$ cat src/rtl/hazard_pkg.sv
// Shared types and constants for the pipeline hazard controller.
package hazard_pkg;

  typedef enum logic [1:0] {
    INIT = 2'd0,
    RUN  = 2'd1,
    WAIT = 2'd2,
    ERR  = 2'd3
  } hz_state_t;

  localparam int              REG_W    = 5;
  localparam logic [REG_W-1:0] REG_ZERO = 5'd0;

endpackage

$ cat src/rtl/hazard_ctrl_load_use_detect.sv
// Combinational load-use compare between the ID/EX load and the IF/ID sources.
module load_use_detect
  import hazard_pkg::*;
(
  input  logic [REG_W-1:0] if_id_rs_i,
  input  logic [REG_W-1:0] if_id_rt_i,
  input  logic             if_id_uses_rt_i,
  input  logic             id_ex_memread_i,
  input  logic [REG_W-1:0] id_ex_rt_i,
  output logic             lu_hazard_o
);

  // r0 is hardwired zero, so a load targeting it never creates a dependency.
  assign lu_hazard_o = id_ex_memread_i && (id_ex_rt_i != REG_ZERO) &&
                       ((id_ex_rt_i == if_id_rs_i) ||
                        (if_id_uses_rt_i && (id_ex_rt_i == if_id_rt_i)));

endmodule

$ cat src/rtl/hazard_ctrl.sv
// Stall/bubble/flush/freeze sequencer for the five-stage pipe.
// Optional HAZARD_CTRL_PERF_EN adds stall_cnt/flush_cnt performance counters.
module hazard_ctrl
  import hazard_pkg::*;
#(
  parameter int MAX_WAIT = 16
) (
  input  logic             clk,
  input  logic             rst_n,
  input  logic [REG_W-1:0] IF_ID_rs,
  input  logic [REG_W-1:0] IF_ID_rt,
  input  logic             IF_ID_uses_rt,
  input  logic             ID_EX_memread,
  input  logic [REG_W-1:0] ID_EX_rt,
  input  logic             EX_MEM_PCSrc,
  input  logic             dmem_req,
  input  logic             dmem_ack,
  output logic             pc_write,
  output logic             IF_ID_write,
  output logic             IF_ID_flush,
  output logic             ID_EX_bubble,
  output logic             EX_MEM_flush,
  output logic             freeze,
  output logic             mem_err
`ifdef HAZARD_CTRL_PERF_EN
  ,
  output logic [31:0]      stall_cnt,
  output logic [31:0]      flush_cnt
`endif
);

  localparam int                WCNT_W   = $clog2(MAX_WAIT + 1);
  localparam logic [WCNT_W-1:0] WCNT_MAX = WCNT_W'(MAX_WAIT);

  hz_state_t         state_q, state_d;
  logic [WCNT_W-1:0] wait_cnt_q, wait_cnt_d;
  logic              lu_hazard;
  logic              run_eval;

  load_use_detect u_lu (
    .if_id_rs_i      (IF_ID_rs),
    .if_id_rt_i      (IF_ID_rt),
    .if_id_uses_rt_i (IF_ID_uses_rt),
    .id_ex_memread_i (ID_EX_memread),
    .id_ex_rt_i      (ID_EX_rt),
    .lu_hazard_o     (lu_hazard)
  );

  always_ff @(posedge clk or negedge rst_n) begin
    if (!rst_n) begin
      state_q    <= INIT;
      wait_cnt_q <= '0;
    end else begin
      state_q    <= state_d;
      wait_cnt_q <= wait_cnt_d;
    end
  end

  always_comb begin
    state_d      = state_q;
    wait_cnt_d   = wait_cnt_q;
    pc_write     = 1'b0;
    IF_ID_write  = 1'b0;
    IF_ID_flush  = 1'b0;
    ID_EX_bubble = 1'b0;
    EX_MEM_flush = 1'b0;
    freeze       = 1'b0;
    mem_err      = 1'b0;
    run_eval     = 1'b0;

    case (state_q)
      INIT: begin
        IF_ID_flush  = 1'b1;
        ID_EX_bubble = 1'b1;
        EX_MEM_flush = 1'b1;
        wait_cnt_d   = '0;
        state_d      = RUN;
      end
      RUN: begin
        if (dmem_req && !dmem_ack) begin
          freeze     = 1'b1;
          wait_cnt_d = WCNT_W'(1);
          state_d    = WAIT;
        end else begin
          run_eval = 1'b1;
        end
      end
      WAIT: begin
        // The ack cycle unfreezes and is handled like a normal RUN cycle.
        if (dmem_ack) begin
          run_eval   = 1'b1;
          wait_cnt_d = '0;
          state_d    = RUN;
        end else begin
          freeze = 1'b1;
          if (wait_cnt_q == WCNT_MAX) begin
            state_d = ERR;
          end else begin
            wait_cnt_d = wait_cnt_q + WCNT_W'(1);
          end
        end
      end
      ERR: begin
        freeze  = 1'b1;
        mem_err = 1'b1;
      end
      default: state_d = INIT;
    endcase

    if (run_eval) begin
      if (EX_MEM_PCSrc) begin
        pc_write     = 1'b1;
        IF_ID_write  = 1'b1;
        IF_ID_flush  = 1'b1;
        ID_EX_bubble = 1'b1;
        EX_MEM_flush = 1'b1;
      end else if (lu_hazard) begin
        ID_EX_bubble = 1'b1;
      end else begin
        pc_write    = 1'b1;
        IF_ID_write = 1'b1;
      end
    end
  end

`ifdef HAZARD_CTRL_PERF_EN
  logic        lu_stall;
  logic        br_flush;
  logic [31:0] stall_cnt_q;
  logic [31:0] flush_cnt_q;

  assign lu_stall = run_eval && !EX_MEM_PCSrc && lu_hazard;
  assign br_flush = run_eval && EX_MEM_PCSrc;

  always_ff @(posedge clk or negedge rst_n) begin
    if (!rst_n) begin
      stall_cnt_q <= '0;
      flush_cnt_q <= '0;
    end else begin
      if (freeze || lu_stall) stall_cnt_q <= stall_cnt_q + 32'd1;
      if (br_flush)           flush_cnt_q <= flush_cnt_q + 32'd1;
    end
  end

  assign stall_cnt = stall_cnt_q;
  assign flush_cnt = flush_cnt_q;
`endif

endmodule

$ cat config.mk
export PLATFORM = sky130hd
export DESIGN_NAME = hazard_ctrl
export DESIGN_NICKNAME = d
export VERILOG_FILES = /design/src/rtl/hazard_pkg.sv /design/src/rtl/hazard_ctrl_load_use_detect.sv /design/src/rtl/hazard_ctrl.sv
export SDC_FILE = /design/constraint.sdc
export NUM_CORES = 1
export LEC_CHECK = 0
export ABC_AREA = 1
export CORE_MARGIN = 4
export CORE_UTILIZATION = 47
export DETAILED_ROUTE_END_ITERATION = 6
export PLACE_DENSITY = 0.83
export SLEW_MARGIN = 25
export SYNTH_ARGS = -nofsm -noshare
export SYNTH_HDL_FRONTEND = slang
export SYNTH_SLANG_ARGS = --single-unit
$ cat constraint.sdc
create_clock -name clk -period 2.75 [get_ports clk]
set_input_delay 0.4125 -clock clk [delete_from_list [all_inputs] [get_ports clk]]
set_output_delay 0.4125 -clock clk [all_outputs]
set_load 0.1 [all_outputs]
==> results.tsv <==
stage	metric	value	unit
final_layout	fill_cells	130	
job	drv_cap	0	
floorplan	core.rowCount	14	
clocking	cts-resized-gates	0	
sta	layout_setup_ws	0.3896	ns
worst_setup_path	arrival	1.95	ns
placement	dp_slack	0.4438	ns
pwr	swShare	60.19	%
sta	timing.fmax	0.4237	GHz
synth	synth.avg_cell_area	6.344	sq um
drt	wirelength	1946	microns
clocking	cts_buffers	3	
clocking	cts_sinks	7	
pwr	ir_drop	1099	uV
drt	dr.pass1.iters	4	
drt	vias	865	
worst_setup_path	required	2.34	ns
sta	skew	0.0002771	ns
clocking	clkTransAtPathRegs	0.05	ns
sta	fin_crit	2.360	ns
pwr	power_density	1276	mW/mm^2
clocking	clockBufferDepth	2	
synth	yosys.area.top_type_share	21.57	%
final_layout	n_antenna_cell	0	
final_layout	area_growth_syn_to_layout	47.30	%
pwr	leakage	0.0006189	uW
grt	grt-ovfl-total	0	
drt	ant_nets	0	
worst_setup_path	end_kind	primary output	
synth	synth_area_leaders	dfrtp_1 22%, nand2_1 18%, ha_1 11%, inv_1 11%, nand3_1 6.2%	
worst_setup_path	path_max_fanout	6	
floorplan	die-area	0.002457	sq mm
sta	rsz0062_at_grt	no	
sta	slew_violations	0	
clocking	cts_tree	done	
grt	grt_max_degree	10	
synth	yosys.area.top_type	dfrtp_1	
sta	worstMarginPinSlew	0.3242	ns
sta	hold_viol	0	
placement	portBuffers	28	
sta	tns	0	ns
placement	gp_congestion	0.8080	
synth	synth_fp_nets	157	
sta	fin_crit_sh	85.83	%
sta	finalSetupViolCount	0	
drt	routedWlPerCell	11.18	microns
outcome	outcome	completed	
drt	drc_errors	0	
pwr	pwr-share-seq	9.7	%
placement	place_hpwl	1625	microns
clocking	clk_latency	0.26	ns
floorplan	die_h	49.57	microns
floorplan	initial_core_util	51.51	%
synth	ys_seq_area_share	21.57	%
synth	ys_types	23	
floorplan	core	0.001577	sq mm
sta	max_slew_margin	78.32	%
clocking	cts_setup_buffers	0	
final_layout	drive_gt1_share	16.46	%
grt	grt_pass1_vias	768	
drt	vias_per_cell	4.971	
synth	syn_area	812.0	sq um
grt	grt_pass1_wl	3153	microns
pwr	combPwrFrac	84.1	%
floorplan	ios	29	
synth	synthCells	128	
pwr	p_int	607.8	uW
pwr	power_switching	919.0	uW
floorplan	dieWidth	49.57	microns
clocking	cts_root_buf	clkbuf_4	
grt	grt_antenna_before_repair	0	
clocking	htree_levels	1	
grt	grt_usage	16.27	%
worst_hold_path	min-delay-path-class	in -> async	
synth	yosysWarnings	0	
worst_setup_path	cp-start-kind	flop	
pwr	p_clk_share	6.2	%
synth	synth-seq-cells	7	
drt	first_iter_violations	21	
final_layout	nNetsFinal	188	
clocking	hold_buffers	0	
worst_setup_path	path_class	reg -> out	
==> layout make-up <==
cell class                      count  area (sq um)  share of cell area [%]
Multi-Input combinational cell     92         535.5                   44.77
Clock buffer                        4         26.28                   2.197
Timing Repair Buffer               28         337.8                   28.24
Sequential cell                     7         175.2                   14.64
Tap cell                           16         20.02                   1.674
Inverter                           27         101.3                   8.473
==> sequential cells by signal, summed over array words and instances (netlist names) <==
signal,flops
state_q,2
wait_cnt_q,5
==> worst paths after layout <==
| kind | from | endpoint | slack (ns) | cells after the start |
|---|---|---|---|---|
| max in group asynchronous | rst_n | wait_cnt_q[4] | 2.09 | 1 |
| setup / recovery | state_q[0] | ID_EX_bubble | 0.39 | 8 |
| hold reg to reg | wait_cnt_q[3] | wait_cnt_q[3] | 0.56 | 2 |
| setup reg to reg | state_q[0] | wait_cnt_q[0] | 1.13 | 9 |
| min in group clk | wait_cnt_q[3] | wait_cnt_q[3] | 0.56 | 2 |
| hold / removal | rst_n | wait_cnt_q[0] | 0.42 | 1 |
==> synth_stat cells, drive strengths merged <==
cell type,instances
inv,27
buf,2
a22oi,1
a31oi,1
a21boi,1
nor3,2
ha,7
xnor2,1
nand2,44
o21ai,4
nor2,14
nand3,10
a21oi,3
dfrtp,7
xor2,2
nand4,2
==> power groups by stage <==
stage / clock network [uW] / logic, uW / registers, uW
finish: 94.4 / 1280 / 148
global route: 104 / 1340 / 150
CTS: 97.5 / 1290 / 148
detailed placement: 0 / 1290 / 150
global placement: 0 / 1270 / 147
floorplan: 0 / 915 / 144
==> metal layers <==
metal	part of all wire [%]	global-route usage (%)	wire length, microns
met5	0	0	0
met4	1.8	8.295	36
met3	5.4	3.012	106
met2	48	27.31	935
met1	45	19.59	868
==> worst max-delay path, stage by stage (launching register included) <==
cell and delay, ns:
dfrtp_1 0.41, inv_1 0.09, ha_1 0.41, a21boi_4 0.23
nand2_1 0.09, nand2_2 0.14, inv_2 0.04, nand2_1 0.10
buf_12 0.18
==> metrics by stage <==
step | instance area [sq um] | util, % | cells | power, uW | hold WS [ns]
final | 1196 | 75.87 | 174 | 1527 | 0.4178
after global routing | 1196 | 75.87 | 174 | 1596 | 0.4205
after CTS | 1196 | 75.87 | 174 | 1537 | 0.4164
after detailed placement | 1170 | 74.21 | 170 | 1436 | 0.5469
after global placement | 1170 | 74.21 | 170 | 1416 | 0.5114
after floorplan | 827.0 | - | 128 | 1059 | 0.1169
==> cell usage in the layout (no fill, tap or decap) <==
cell,netlist,final
nor2_4,2,2
a21boi_4,1,1
a21oi_1,2,2
nand2_4,2,2
clkbuf_4,0,3
dfrtp_1,7,7
nand2_1,39,39
buf_12,0,6
inv_1,23,23
buf_4,2,1
o21ai_0,3,3
inv_2,4,4
a31oi_4,0,1
nand2_2,3,3
clkdlybuf4s50_1,0,21
nor2_1,11,11
nor3_1,2,2
nand4_1,2,2
o21ai_1,1,1
nor2_2,1,1
xor2_1,2,2
xnor2_1,1,1
a22oi_2,1,1
clkbuf_1,0,1
nand3_1,10,10
a21oi_2,1,1
ha_1,7,7
==> cell families after synthesis <==
family | share of synthesized area, %
AND/OR/NAND/NOR | 40.68
XOR/XNOR | 3.236
buffers and inverters | 14.33
adder cells (fa/ha/maj) | 10.79
AO/OA/AOI/OAI | 9.399
flip-flops | 21.57
(Power assumes the default switching activity.)
